--- src/rtl/s_term_edge_fifo_bridge_if.sv ---
// Stream bundle between the bottom fabric row, the south terminal bridge and
// its two possible consumers (external port and loopback path into the fabric).
interface s_term_edge_fifo_bridge_if #(
    parameter int DATA_WIDTH = 8
);
    logic                  from_fab_valid;
    logic [DATA_WIDTH-1:0] from_fab_data;
    logic                  to_fab_ready;
    logic                  ext_valid;
    logic [DATA_WIDTH-1:0] ext_data;
    logic                  ext_ready;
    logic                  to_fab_valid;
    logic [DATA_WIDTH-1:0] to_fab_data;
    logic                  from_fab_ready;

    // Environment side: fabric producer plus both consumers.
    modport master (
        output from_fab_valid, from_fab_data, ext_ready, from_fab_ready,
        input  to_fab_ready, ext_valid, ext_data, to_fab_valid, to_fab_data
    );

    // Bridge side.
    modport slave (
        input  from_fab_valid, from_fab_data, ext_ready, from_fab_ready,
        output to_fab_ready, ext_valid, ext_data, to_fab_valid, to_fab_data
    );
endinterface

--- src/rtl/s_term_edge_fifo_bridge.sv ---
// South-edge stream bridge: first-word-fall-through FIFO that forwards the
// fabric's south-bound stream either off-fabric or back north via loopback.
// The route is latched only while the FIFO is idle and empty, so a buffered
// burst never splits across destinations. A sticky flag records producers
// that drop or change a word while being stalled.
module s_term_edge_fifo_bridge #(
    parameter int DATA_WIDTH = 8,
    parameter int DEPTH      = 4
) (
    input  logic                      UserCLK,
    input  logic                      resetn,
    s_term_edge_fifo_bridge_if.slave  bus,
    input  logic                      loop_en,
    input  logic                      clr_err,
    output logic [$clog2(DEPTH):0]    level,
    output logic                      proto_err
);
    localparam int AW = $clog2(DEPTH);
    localparam int LW = AW + 1;
    localparam logic [LW-1:0] FULL_LEVEL = LW'(DEPTH);

    logic [DATA_WIDTH-1:0] mem [DEPTH];
    logic [AW-1:0]         wp;
    logic [AW-1:0]         rp;
    logic                  mode_q;
    logic                  resetn_q;
    logic                  stall_q;
    logic [DATA_WIDTH-1:0] data_q;
    logic                  empty;
    logic                  full;
    logic                  push;
    logic                  pop;
    logic [DATA_WIDTH-1:0] head;

    // Ready depends only on registered state, so a same-cycle pop never
    // frees a slot for a push; the producer sees no combinational path.
    assign empty            = (level == '0);
    assign full             = (level == FULL_LEVEL);
    assign bus.to_fab_ready = resetn_q && !full;
    assign push             = bus.from_fab_valid && bus.to_fab_ready;

    assign bus.ext_valid    = !empty && !mode_q;
    assign bus.to_fab_valid = !empty && mode_q;
    assign pop = (bus.ext_valid && bus.ext_ready) ||
                 (bus.to_fab_valid && bus.from_fab_ready);

    // Only the selected port carries the head word; everything else reads 0.
    assign head            = mem[rp];
    assign bus.ext_data    = bus.ext_valid    ? head : '0;
    assign bus.to_fab_data = bus.to_fab_valid ? head : '0;

    // Storage array write; contents are don't-care until pointed at by level.
    always_ff @(posedge UserCLK) begin
        if (push) begin
            mem[wp] <= bus.from_fab_data;
        end
    end

    // Pointers, occupancy, route latch, ready qualifier and protocol monitor.
    always_ff @(posedge UserCLK) begin
        if (!resetn) begin
            wp        <= '0;
            rp        <= '0;
            level     <= '0;
            mode_q    <= 1'b0;
            resetn_q  <= 1'b0;
            stall_q   <= 1'b0;
            data_q    <= '0;
            proto_err <= 1'b0;
        end else begin
            resetn_q <= 1'b1;

            if (push) begin
                wp <= wp + 1'b1;
            end
            if (pop) begin
                rp <= rp + 1'b1;
            end

            case ({push, pop})
                2'b10:   level <= level + 1'b1;
                2'b01:   level <= level - 1'b1;
                default: level <= level;
            endcase

            if (empty && !push) begin
                mode_q <= loop_en;
            end

            stall_q <= bus.from_fab_valid && !bus.to_fab_ready;
            data_q  <= bus.from_fab_data;

            if (stall_q && (!bus.from_fab_valid || (bus.from_fab_data != data_q))) begin
                proto_err <= 1'b1;
            end else if (clr_err) begin
                proto_err <= 1'b0;
            end
        end
    end
endmodule

--- src/flat_wrapper.sv ---
// flat-port wrapper written by rule: the top's interface ports become plain ports
module s_term_edge_fifo_bridge_flat 
#(
    parameter int DATA_WIDTH = 8,
    parameter int DEPTH      = 4
)
  (UserCLK, resetn, loop_en, clr_err, level, proto_err, bus_from_fab_valid, bus_from_fab_data, bus_ext_ready, bus_from_fab_ready, bus_to_fab_ready, bus_ext_valid, bus_ext_data, bus_to_fab_valid, bus_to_fab_data);
  s_term_edge_fifo_bridge_if #(.DATA_WIDTH(DATA_WIDTH)) bus_i ();
  input  logic UserCLK;
  input  logic resetn;
  input  logic loop_en;
  input  logic clr_err;
  output logic [$clog2(DEPTH):0] level;
  output logic proto_err;
  input wire logic [$bits(bus_i.from_fab_valid)-1:0] bus_from_fab_valid;
  input wire logic [$bits(bus_i.from_fab_data)-1:0] bus_from_fab_data;
  input wire logic [$bits(bus_i.ext_ready)-1:0] bus_ext_ready;
  input wire logic [$bits(bus_i.from_fab_ready)-1:0] bus_from_fab_ready;
  output wire logic [$bits(bus_i.to_fab_ready)-1:0] bus_to_fab_ready;
  output wire logic [$bits(bus_i.ext_valid)-1:0] bus_ext_valid;
  output wire logic [$bits(bus_i.ext_data)-1:0] bus_ext_data;
  output wire logic [$bits(bus_i.to_fab_valid)-1:0] bus_to_fab_valid;
  output wire logic [$bits(bus_i.to_fab_data)-1:0] bus_to_fab_data;
  assign bus_i.from_fab_valid = bus_from_fab_valid;
  assign bus_i.from_fab_data = bus_from_fab_data;
  assign bus_i.ext_ready = bus_ext_ready;
  assign bus_i.from_fab_ready = bus_from_fab_ready;
  assign bus_to_fab_ready = bus_i.to_fab_ready;
  assign bus_ext_valid = bus_i.ext_valid;
  assign bus_ext_data = bus_i.ext_data;
  assign bus_to_fab_valid = bus_i.to_fab_valid;
  assign bus_to_fab_data = bus_i.to_fab_data;
  s_term_edge_fifo_bridge #(.DATA_WIDTH(DATA_WIDTH), .DEPTH(DEPTH)) u_core (.UserCLK(UserCLK), .resetn(resetn), .bus(bus_i), .loop_en(loop_en), .clr_err(clr_err), .level(level), .proto_err(proto_err));
endmodule
--- config.mk ---
export PLATFORM = sky130hd
export DESIGN_NAME = s_term_edge_fifo_bridge_flat
export DESIGN_NICKNAME = d
export VERILOG_FILES = /design/src/rtl/s_term_edge_fifo_bridge_if.sv /design/src/rtl/s_term_edge_fifo_bridge.sv /design/src/flat_wrapper.sv
export SDC_FILE = /design/constraint.sdc
export NUM_CORES = 1
export LEC_CHECK = 0
export CORE_MARGIN = 10
export CORE_UTILIZATION = 40
export CTS_BUF_LIST = sky130_fd_sc_hd__clkbuf_8 sky130_fd_sc_hd__clkbuf_16
export DETAILED_ROUTE_END_ITERATION = 10
export PLACE_DENSITY = 0.66
export SYNTH_ARGS = -nofsm -noshare
export SYNTH_HDL_FRONTEND = slang
export SYNTH_SLANG_ARGS = --single-unit
--- constraint.sdc ---
create_clock -name UserCLK -period 1.8 [get_ports UserCLK]
set_input_delay 0.36 -clock UserCLK [delete_from_list [all_inputs] [get_ports UserCLK]]
set_output_delay 0.36 -clock UserCLK [all_outputs]
set_load 0.01 [all_outputs]
---- Word-level counts from Yosys, hierarchy flattened ----
Memory sizes are Yosys's and may differ from the RTL's. A register that Yosys moved wholly into a read port is not among the register bits.
Cells that the tools add are included.
cells by class
  $add $sub $neg .......................... 4
  multiply operators ...................... 0
  divide/modulo/power cells ............... 0
  $lt $le $gt $ge ......................... 0
  equality and inequality tests ........... 4
  shifts and indexed selects .............. 0
  muxes and demuxes ....................... 10
  bitwise logic cells ..................... 0
  reduce and logical (&&, ||, !) cells .... 20
operators by type and width
  kind                                                                    number
  8-bit 2-to-1 mux                                                        2
  1-bit logical AND                                                       9
  8-bit != test                                                           1
  1-bit zero test                                                         6
  3-bit one-hot mux with 2 select lines                                   1
  1-bit 2-to-1 mux                                                        5
  2-bit by 1-bit adder with 2-bit output (second input constant)          2
  2-bit 2-to-1 mux                                                        2
  2-bit nonzero test                                                      2
  3-bit by 1-bit adder with 3-bit output (second input constant)          1
  3-bit equality test (second input constant)                             1
  3-bit zero test                                                         1
  3-bit by 1-bit subtractor with 3-bit output (second input constant)     1
  2-bit by 1-bit equality test with 1-bit output (second input constant)  1
  2-bit equality test (second input constant)                             1
  1-bit logical OR                                                        2
word-level totals
  flip-flop bits (word level) ............. 19
  latch bits .............................. 0
  bits in writable memories ............... 32
  bits in read-only memories .............. 0
  input port bits ......................... 15
  output and inout bits ................... 23
  logic and storage cells ................. 47
  memories ................................ 1
memories
  name        depth  bits a word  read ports  clocked after Yosys merged registers in  wr ports  line                           RTL
  u_core.mem  4      8            1           1                                        1         s_term_edge_fifo_bridge.sv:22  logic [DATA_WIDTH-1:0] mem [DEPTH];

---- Depth between registers and ports, before layout ----
  word-level depth ........................ 7
  mapped depth ............................ 9
  depth with buffers taken out ............ 9

---- Worst setup path before layout ----
OpenSTA, ideal clock, no wires.
  path kind ............................... reg2reg
  start point ............................. register u_core.level[2]
  end point ............................... register u_core.level[2]
  setup time .............................. 0.072 ns
  arrival time ............................ 1.978 ns
  data required time ...................... 1.728 ns
  path slack .............................. -0.250 ns
  cell stages (with the launch flop) ...... 10
  path buffers ............................ 0
  period minus slack after synthesis ...... 2.050 ns
  cells stage by stage .................... dfxtp_1 nor3b_1 nor2_1 inv_1 ha_1 inv_1 fa_1 xor2_1 or3_1 a21oi_1
between the ends
  longest elaborated chain between the ends .. 7
  elaborated cells between the ends (all ways) .. 17
  classes of those cells .................. add/sub: 2; eq/ne: 3; mux: 1; reduce/logical: 11
RTL lines
  element                                                                                       line                                                          RTL
  start, declared                                                                               s_term_edge_fifo_bridge.sv:15                                 output logic [$clog2(DEPTH):0] level,
  start signal, assigned                                                                        s_term_edge_fifo_bridge.sv:81                                 2'b10: level <= level + 1'b1;
  start signal, assigned                                                                        s_term_edge_fifo_bridge.sv:82                                 2'b01: level <= level - 1'b1;
  start signal, assigned                                                                        s_term_edge_fifo_bridge.sv:83                                 default: level <= level;
  3-bit zero test                                                                               s_term_edge_fifo_bridge.sv:37                                 assign empty = (level == '0);
  1-bit zero test                                                                               s_term_edge_fifo_bridge.sv:42, s_term_edge_fifo_bridge.sv:43
  1-bit logical AND (on tied branches)                                                          s_term_edge_fifo_bridge.sv:42, s_term_edge_fifo_bridge.sv:43
  1-bit logical AND (on tied branches)                                                          s_term_edge_fifo_bridge.sv:44, s_term_edge_fifo_bridge.sv:45
  1-bit logical OR                                                                              s_term_edge_fifo_bridge.sv:44                                 assign pop = (bus.ext_valid && bus.ext_ready) ||
  2-bit by 1-bit equality test with 1-bit output / 2-bit equality test (equally long branches)  s_term_edge_fifo_bridge.sv:80                                 case ({push, pop})
  3-bit one-hot mux with 2 select lines / 2-bit nonzero test (equally long branches)            -
Parallel ways exist; a longest one is shown, timed or not.
A chain may end at the register's enable or synchronous reset.

---- Worst setup path in the final report ----
  start point ............................. register u_core.level[1]
  end point ............................... output bus_to_fab_ready
between the ends
  longest elaborated chain between the ends .. 3
RTL lines
  element              line                           RTL
  3-bit equality test  s_term_edge_fifo_bridge.sv:38  assign full = (level == FULL_LEVEL);
  1-bit zero test      s_term_edge_fifo_bridge.sv:39  assign bus.to_fab_ready = resetn_q && !full;
  1-bit logical AND    s_term_edge_fifo_bridge.sv:39
  end, declared        flat_wrapper.sv:19             output wire logic [$bits(bus_i.to_fab_ready)-1:0] bus_to_fab_ready;
Every way passes these cells.

==> results.tsv <==
stage	metric	value	unit
outcome	status	finished with violations	
outcome	failing checks	negative setup slack	
pwr	maximum resistive drop on vdd	0.652	mV
timing	final setup violation count	19	
cts	TritonCTS Sinks	53	
worst_setup_path	Setup crit end	bus_to_fab_ready	
routing	Residual DRC	0	
routing	Initial DRT Pass Iterations	4	
cts	Reg clk slew, reported paths	90	ps
cts	CTS Buf Count	5	
yosys	register area share after synthesis	62.5	%
layout	fin area	3250	sq um
yosys	Simple-Gate Fraction of Synth Area	15.2	%
yosys	cell taking the most area after synthesis	edfxtp_1	
worst_setup_path	r2r startpoint	u_core.level[1]	
cts	CTS max path bufs	2	
yosys	Synth top cells by count	32 x edfxtp_1, 21 x dfxtp_1, 17 x and2_1	
yosys	Yosys cell types	33	
timing	post-layout minimum cycle time	2040	ps
timing	fin. max-slew vios	0	
placement	RD Place Congestion	0.758	
yosys	compound-cell area share of the yosys netlist	3.96	%
worst_setup_path	CP Launch Type	flop	
yosys	#FFs+latches synth	53	
worst_setup_path	reg2reg end	u_core.level[2]	
global_routing	vias in the first global route	1620	
worst_setup_path	r2r setup slk	-200	ps
cts	htree depth	2	
placement	dpl hpwl	3540	um
pwr	Leakage Power	1.30	nW
routing	vias post-DR	1545	
layout	layout cells sized above 1	44.4	%
yosys	XOR/XNOR share of the synthesized area	3.96	%
global_routing	Global Route Usage Sum	11.5	%
layout	layout net count	263	
cts	CTS root buffer	clkbuf_8	
timing	Slew headroom	76.7	%
timing	final worst-path setup slack	-243	ps
die	row cnt	27	
global_routing	initial antenna violation count	0	
hold_path	worst min-delay path class	reg -> reg	
die	core footprint	5440	sq um
worst_setup_path	crit-path max FO	4	
cts	CTS tree	built	
yosys	adder-cell share of the synthesized area	3.74	%
timing	final hold violation count	0	
yosys	post-synthesis mux area share	8.60	%
flow_run	max-capacitance violation count	0	
global_routing	largest net degree at the start of global routing	16	
worst_setup_path	WP data required	1440	ps
timing	Period Utilization, post-route	114	%
routing	WL/cell	15.9	um
yosys	Syn Std Cell Area	2210	sq um
yosys	Post-synth ARST share	0	%
yosys	EDFF count, synth	32	
routing	ANT nets after route	0	
die	initial core utilization	40.6	%
timing	FMAX	489	MHz
timing	Layout Skew	7.94	ps
placement	port bufs	37	
yosys	ys flop type	edfxtp_1	
yosys	main combinational cell family by area after synthesis	simple AND/OR/NAND/NOR gates	
yosys	Syn. warnings	0	
placement	placed instance area	2950	sq um
routing	total routed wirelength	5010	um
timing	RSZ-0062 raised after global routing	true	
routing	initial DRC count	76	
worst_setup_path	Crit. End Element	output port	
cts	Worst-Skew Late Latency	300	ps
die	die height	94.3	um
yosys	Mapped Nets	180	
yosys	synthesized instance count	159	
yosys	most frequent cell after synthesis	edfxtp_1	
worst_setup_path	Crit path arrival time	1680	ps
yosys	share of the synthesized area in the top cell type	43.5	%
die	io pins	38	
yosys	top post-synthesis cells by area	edfxtp_1 43%, dfxtp_1 19%, mux4_2 8.1%	
yosys	Syn Area/Cell	13.9	sq um
global_routing	global-route wire length before repair	8030	um
worst_setup_path	critical path class	reg -> out	
routing	Vias/cell	4.90	
timing	Min Hold Slack	530	ps
worst_setup_path	reg2reg path depth	10	
layout	area delta synth->final	47.0	%
global_routing	grt ovf	0	
die	Die Wd	94.3	um
timing	worst slew pin tran	346	ps
layout	# diodes	0	
pwr	power density over the cells	1210	nW/um^2
worst_setup_path	Critical path origin	u_core.level[1]	
cts	hold_buf cts	0	
die	DIE AREA	8900	sq um
final cells by class:
cell class | count | area (sq um)
clock buffer | 7 | 96.3
multi-input combinational | 94 | 852
sequential | 53 | 1390
fill | 408 | 2190
tap | 72 | 90.1
clock inverter | 1 | 5.00
timing repair buffer | 79 | 778
inverter | 9 | 33.8
state kept, by name, indices dropped and copies added (netlist names), named ones only:
| signal | count |
|---|---|
| u_core.resetn_q | 1 |
| u_core.proto_err | 1 |
| u_core.mem | 32 |
| u_core.level | 3 |
| u_core.stall_q | 1 |
| u_core.rp | 2 |
| u_core.wp | 2 |
| u_core.data_q | 8 |
| u_core.mode_q | 1 |
how the worst min path moves through the flow:
stage                            start               to  slack, ps  depth (start not counted)
after global routing      u_core.rp[1]     u_core.rp[1]        550                          2
after detailed placement  u_core.rp[1]             flop        520                          2
after floorplan                 resetn  u_core.resetn_q        390                          0
after CTS                 u_core.rp[1]             flop        530                          2
after global placement    u_core.rp[1]     u_core.rp[1]        470                          2
final                     u_core.rp[1]     u_core.rp[1]        530                          2
critical path, cell delays in order (launching register included):
cell	delay, ps
dfxtp_4	360
buf_6	120
buf_4	120
buf_6	110
or3b_4	400
and2_4	150
buf_6	110
report_power, final:
group,internal (W),switching (W),total (W)
combinational,0.00102,0.000729,0.00175
sequential,0.00140,0.0000650,0.00146
clock,0.000348,0.000361,0.000709
stage by stage:
stage	utilization [%]	setup TNS, ps	power (W)	setup WS (ps)	cells
finish	59.7	-3060	0.00392	-243	315
global route	59.7	-4550	0.00415	-311	315
CTS	57.3	-3190	0.00370	-208	309
detailed placement	54.2	-7650	0.00288	-478	293
global placement	54.2	-5310	0.00281	-396	293
floorplan	-	-19.4	0.00214	-19.4	159
logic make-up after synthesis:
| family | Yosys count |
|---|---|
| buffers and inverters | 12 |
| xor gates and xnor gates | 10 |
| muxes | 9 |
| AOI/OAI and AO/OA | 16 |
| adders and majority gates | 6 |
| DFF | 53 |
| and+or+nand+nor | 53 |
timing repair:
item                       CTS  global route
setup buffers                8             6
setup endpoints to repair   21            22
cloned                       0             0
pin swaps                   11             6
resized for setup           93            22
layout by cell type (no fill, tap or decap), drive strengths merged, types with 7 or more instances in the layout:
cell type	n
edfxtp	32
dfxtp	21
clkdlybuf4s50	16
nor2	7
a21oi	8
inv	8
xor2	10
clkbuf	7
and2b	8
buf	59
and2	18
mux4	8
layer usage:
layer	up-vias	routed length [um]	track usage [%]	part of all wire [%]
met4	0	95	4.81	1.9
met1	759	2030	13.3	40
met5	-	0	0	0
met3	11	298	3.65	5.9
met2	39	2590	19.4	52
li1	736	-	-	-
No activity file was read; power rests on OpenSTA's default activity.
